--- src/rtl/serial_subtractor_mux.sv ---
// Bit-serial WIDTH-bit subtractor (diff = a - b - bin, LSB first) built around a mux-based full-subtractor cell.
// Define SUB_OVF_EN to add the signed-overflow output ovf.
module serial_subtractor_mux #(
  parameter int WIDTH = 8
) (
  input  logic             clk,
  input  logic             rst,
  input  logic             start,
  input  logic [WIDTH-1:0] a,
  input  logic [WIDTH-1:0] b,
  input  logic             bin,
  output logic             busy,
  output logic             done,
  output logic [WIDTH-1:0] diff,
  output logic             bout
`ifdef SUB_OVF_EN
  ,
  output logic             ovf
`endif
);

  // state  | meaning
  // IDLE   | waiting for start, result outputs hold last value
  // SHIFT  | one operand bit pair consumed per edge
  // DONE   | result valid, done pulse for one cycle
  typedef enum logic [1:0] {
    IDLE  = 2'd0,
    SHIFT = 2'd1,
    DONE  = 2'd2
  } state_t;

  localparam int CW = (WIDTH > 1) ? $clog2(WIDTH) : 1;
  localparam logic [CW-1:0] LAST = CW'(WIDTH - 1);

  state_t state, state_nxt;

  logic [WIDTH-1:0] a_sh, b_sh, r_sh;
  logic             br;
  logic [CW-1:0]    cnt;
  logic             accept, last_bit;
  logic             x_bit, y_bit, sel, d_bit, br_nxt;
  logic [WIDTH-1:0] r_nxt;

  function automatic logic mux2(input logic s, input logic i0, input logic i1);
    return s ? i1 : i0;
  endfunction

  // Full-subtractor cell: every gate is a 2:1 mux, select = x ^ y.
  always_comb begin
    x_bit  = a_sh[0];
    y_bit  = b_sh[0];
    sel    = mux2(x_bit, y_bit, ~y_bit);
    d_bit  = mux2(sel, br, ~br);
    br_nxt = mux2(sel, br, y_bit);
    r_nxt  = {d_bit, r_sh[WIDTH-1:1]};
  end

  assign accept   = (state == IDLE) && start;
  assign last_bit = (state == SHIFT) && (cnt == LAST);

  always_ff @(posedge clk or posedge rst) begin
    if (rst) state <= IDLE;
    else     state <= state_nxt;
  end

  always_comb begin
    state_nxt = state;
    case (state)
      IDLE:    if (start) state_nxt = SHIFT;
      SHIFT:   if (cnt == LAST) state_nxt = DONE;
      DONE:    state_nxt = IDLE;
      default: state_nxt = IDLE;
    endcase
  end

  assign busy = (state == SHIFT);
  assign done = (state == DONE);

  always_ff @(posedge clk or posedge rst) begin
    if (rst) begin
      a_sh <= '0;
      b_sh <= '0;
      r_sh <= '0;
      br   <= 1'b0;
      cnt  <= '0;
    end else if (accept) begin
      a_sh <= a;
      b_sh <= b;
      r_sh <= '0;
      br   <= bin;
      cnt  <= '0;
    end else if (state == SHIFT) begin
      a_sh <= {1'b0, a_sh[WIDTH-1:1]};
      b_sh <= {1'b0, b_sh[WIDTH-1:1]};
      r_sh <= r_nxt;
      br   <= br_nxt;
      cnt  <= cnt + CW'(1);
    end
  end

  // Result registers only move on the final bit, so they hold across idle periods.
  always_ff @(posedge clk or posedge rst) begin
    if (rst) begin
      diff <= '0;
      bout <= 1'b0;
    end else if (last_bit) begin
      diff <= r_nxt;
      bout <= br_nxt;
    end
  end

`ifdef SUB_OVF_EN
  logic a_msb, b_msb;

  always_ff @(posedge clk or posedge rst) begin
    if (rst) begin
      a_msb <= 1'b0;
      b_msb <= 1'b0;
      ovf   <= 1'b0;
    end else begin
      if (accept) begin
        a_msb <= a[WIDTH-1];
        b_msb <= b[WIDTH-1];
      end
      // d_bit on the final edge is the result MSB.
      if (last_bit) ovf <= (a_msb != b_msb) && (d_bit != a_msb);
    end
  end
`endif

endmodule

--- config.mk ---
export PLATFORM = sky130hd
export DESIGN_NAME = serial_subtractor_mux
export DESIGN_NICKNAME = d
export VERILOG_FILES = /design/src/rtl/serial_subtractor_mux.sv
export SDC_FILE = /design/constraint.sdc
export NUM_CORES = 1
export LEC_CHECK = 0
export ABC_AREA = 1
export CAP_MARGIN = 20
export CELL_PAD_IN_SITES_DETAIL_PLACEMENT = 2
export CELL_PAD_IN_SITES_GLOBAL_PLACEMENT = 2
export CORE_ASPECT_RATIO = 0.7
export CORE_MARGIN = 4
export CORE_UTILIZATION = 31
export CTS_CLUSTER_SIZE = 30
export DETAILED_ROUTE_END_ITERATION = 8
export GPL_TIMING_DRIVEN = 0
export PLACE_DENSITY_LB_ADDON = 0.1
export SLEW_MARGIN = 10
export SYNTH_ARGS = -nofsm -noshare
export SYNTH_HDL_FRONTEND = slang
export SYNTH_SLANG_ARGS = --single-unit
--- constraint.sdc ---
create_clock -name clk -period 1.4 [get_ports clk]
set_clock_uncertainty 0.05 [all_clocks]
set_input_delay 0.28 -clock clk [delete_from_list [all_inputs] [get_ports clk]]
set_output_delay 0.28 -clock clk [all_outputs]
set_load 0.02 [all_outputs]
==> run summary <==
Status: finished, violations left
Failing checks: negative setup slack
Placed Instances: 282
Crit-path cells: inv_2 -> nand2_4 -> inv_4 -> buf_12 -> buf_8
Critical Path Sink Type: output port
Pre-CTS setup slack: -543.6 ps
CTS buffer count: 5
Cells after synthesis: 183
Seq/Total Area, Yosys: 57.23%
Ys Warns: 0
Routability Congestion: 0.7379
Avg Cell Area, Syn: 9.080 um^2
Synth area leaders: dfrtp_1, nand2_1, nand3_1
Vias in the first global route: 1,517
PnR worst setup slack: -89.78 ps
Hold WS: 402.2 ps
Crit share post-route: 106.4%
Global-route wire length before repair: 7.548 mm
Commonest non-fill, non-tap cell in the layout: nand2_1
Yosys cell types: 17
Remaining global-route overflow: 0
VDD IR-drop max: 0.0007885 V
DRT iter0 DRCs: 36
RSZ-0062 raised after global routing: yes
Via count: 1,365
Input/output buffers: 30
Clk sink count: 38
Wire length per cell: 15.63 um
Slew margin rel.: 45.84%
Maximum clock path buffer count: 2
GR Util All Layers: 15.13%
Worst Tran Pin Value: 811.2 ps
Routed WL: 4.642 mm
Die Span X: 95.51 um
Final nets: 249
Post-synthesis net count: 205
Vias per std cell: 4.596
Most frequent cells in the layout: nand2_1, dfrtp_1, clkdlybuf4s50_1
Core Area: 0.004966 mm^2
Root buf cell: clkbuf_8
Final HPWL DP: 3.208 mm
Starting Density: 33.46%
Crit path max-delay cell type: dfrtp_1
H-tree Lvls: 2
Max-Cap Viols: 0
Pre-antenna DRT Iters: 3
Crit Path Max Fanout: 4
Hold Crit Class: input port to async pin
Final Hold Vio Count: 0
Area growth syn-to-layout: 33.96%
Row count: 21
Hold buffer count at CTS: 0
Mapped Area: 0.001662 mm^2
Die area: 0.006614 mm^2
Number of diodes: 0
Die Y: 69.26 um
Power density over the cells: 2193 mW/mm^2
Cell leakage power: 1.110 nW
ANT nets after route: 0
Clock Latency Late Sink: 300 ps
#FFs+latches synth: 38
Crit start category: register
Max frequency: 671.2 MHz
CP max stage delay: 430 ps
Synth top area share: 57.23%
Yosys top cell by area: dfrtp_1
WP data arrival: 1160 ps
Largest net degree at the start of global routing: 39
CTS tree: yes
# setup viols final: 2
Min Tclk post-route: 1490 ps
Fin cells: 297
Initial antenna violation count: 0
DR DRC count: 0
Reg clk slew, reported paths: 90 ps
Num ports: 31
CP Data Required Time: 1070 ps
Share of cells above drive strength 1: 18.86%
Max-slew violation count: 0
WS Path Type: register to output port
## power breakdown
part / switching [W] / leakage (nW) / internal (W)
clock network: 0.000422 / 0.0579 / 0.000525
registers: 0.000273 / 0.484 / 0.00157
logic: 0.00124 / 0.567 / 0.000850
## state kept, by name (all words and copies together), names as in the netlist
| signal | cells |
|---|---|
| bout | 1 |
| r_sh | 7 |
| b_sh | 8 |
| br | 1 |
| a_sh | 8 |
| cnt | 3 |
| state | 2 |
| diff | 8 |
## routing by layer
metal,routed length [um],global-route usage (%),vias to the layer above
met1,2110,19.35,680
li1,-,-,659
met2,2258,23.97,20
met4,71,5.205,0
met5,0,0,-
met3,202,4.881,6
## cells by family (layout without fill, tap and decap cells)
group | Yosys count | count (layout) | share of synthesized area, %
buffers and inverters | 23 | 68 | 8.133
adders and majority gates | 2 | 2 | 1.506
and+or+nand+nor | 103 | 103 | 25.75
DFF | 38 | 38 | 57.23
AOI/OAI and AO/OA | 17 | 17 | 7.380
## cell usage after synthesis
| library cell | number |
|---|---|
| inv_1 | 15 |
| nand3_1 | 17 |
| o21ai_0 | 3 |
| o22ai_1 | 6 |
| buf_4 | 1 |
| inv_4 | 1 |
| o21ai_2 | 8 |
| nor2_1 | 3 |
| nand2_4 | 2 |
| nand2_1 | 79 |
| buf_6 | 1 |
| dfrtp_1 | 38 |
| ha_1 | 2 |
| buf_12 | 2 |
| inv_2 | 1 |
| nand2_2 | 2 |
| buf_2 | 2 |
## worst max-delay path, delay by kind of cell, from the launching register on
| family | cells | cell delay [ps] |
|---|---|---|
| buffers and inverters | 4 | 370 |
| flip-flops | 1 | 430 |
| AND/OR/NAND/NOR | 1 | 60 |
## path summary, 6_finish.rpt
| path | start | end | slack (ps) | cells after the start |
|---|---|---|---|---|
| worst min register to register | diff[1]$_DFFE_PP0P_ | diff[1]$_DFFE_PP0P_ | 430 | 2 |
| max in group asynchronous | rst | state[0]$_DFFE_PP0P_ | 350 | 2 |
| min in group clk | diff[1]$_DFFE_PP0P_ | diff[1]$_DFFE_PP0P_ | 430 | 2 |
| worst max register to register | state[0]$_DFFE_PP0P_ | r_sh[7]$_DFFE_PP0P_ | 80 | 5 |
| worst max-delay path | state[1]$_DFFE_PP0P_ | busy | -90 | 5 |
| worst min-delay path | rst | state[0]$_DFFE_PP0P_ | 400 | 2 |
## cell type report
cell class | instances | area [um^2]
inverters | 17 | 68.82
well taps | 69 | 86.33
plain buffers | 5 | 62.56
repair buffers | 38 | 359.1
fillers | 535 | 2740
clock buffers | 5 | 68.82
multi-input cells | 122 | 588.1
clock inverters | 3 | 40.04
flip-flops and latches | 38 | 952.2
## per-stage QoR
| stage | TNS, ps | util, % | power, W | area (um^2) |
|---|---|---|---|---|
| floorplan | 0 | - | 0.003155 | 1662 |
| global placement | -27690 | 41.24 | 0.003767 | 2048 |
| detailed placement | -5143 | 41.24 | 0.003924 | 2048 |
| CTS | -178.6 | 43.71 | 0.004837 | 2171 |
| global route | -214.6 | 44.82 | 0.005257 | 2226 |
| finish | -144.7 | 44.82 | 0.004881 | 2226 |
## timing repair
item | 4_1_cts | 5_1_grt
resized for setup | 28 | 8
endpoints found under the setup margin | 12 | 20
pin swaps | 1 | 2
buffers inserted | 3 | 5
endpoints found under the hold margin | 0 | 0
Power figures use the tool's default switching activity.
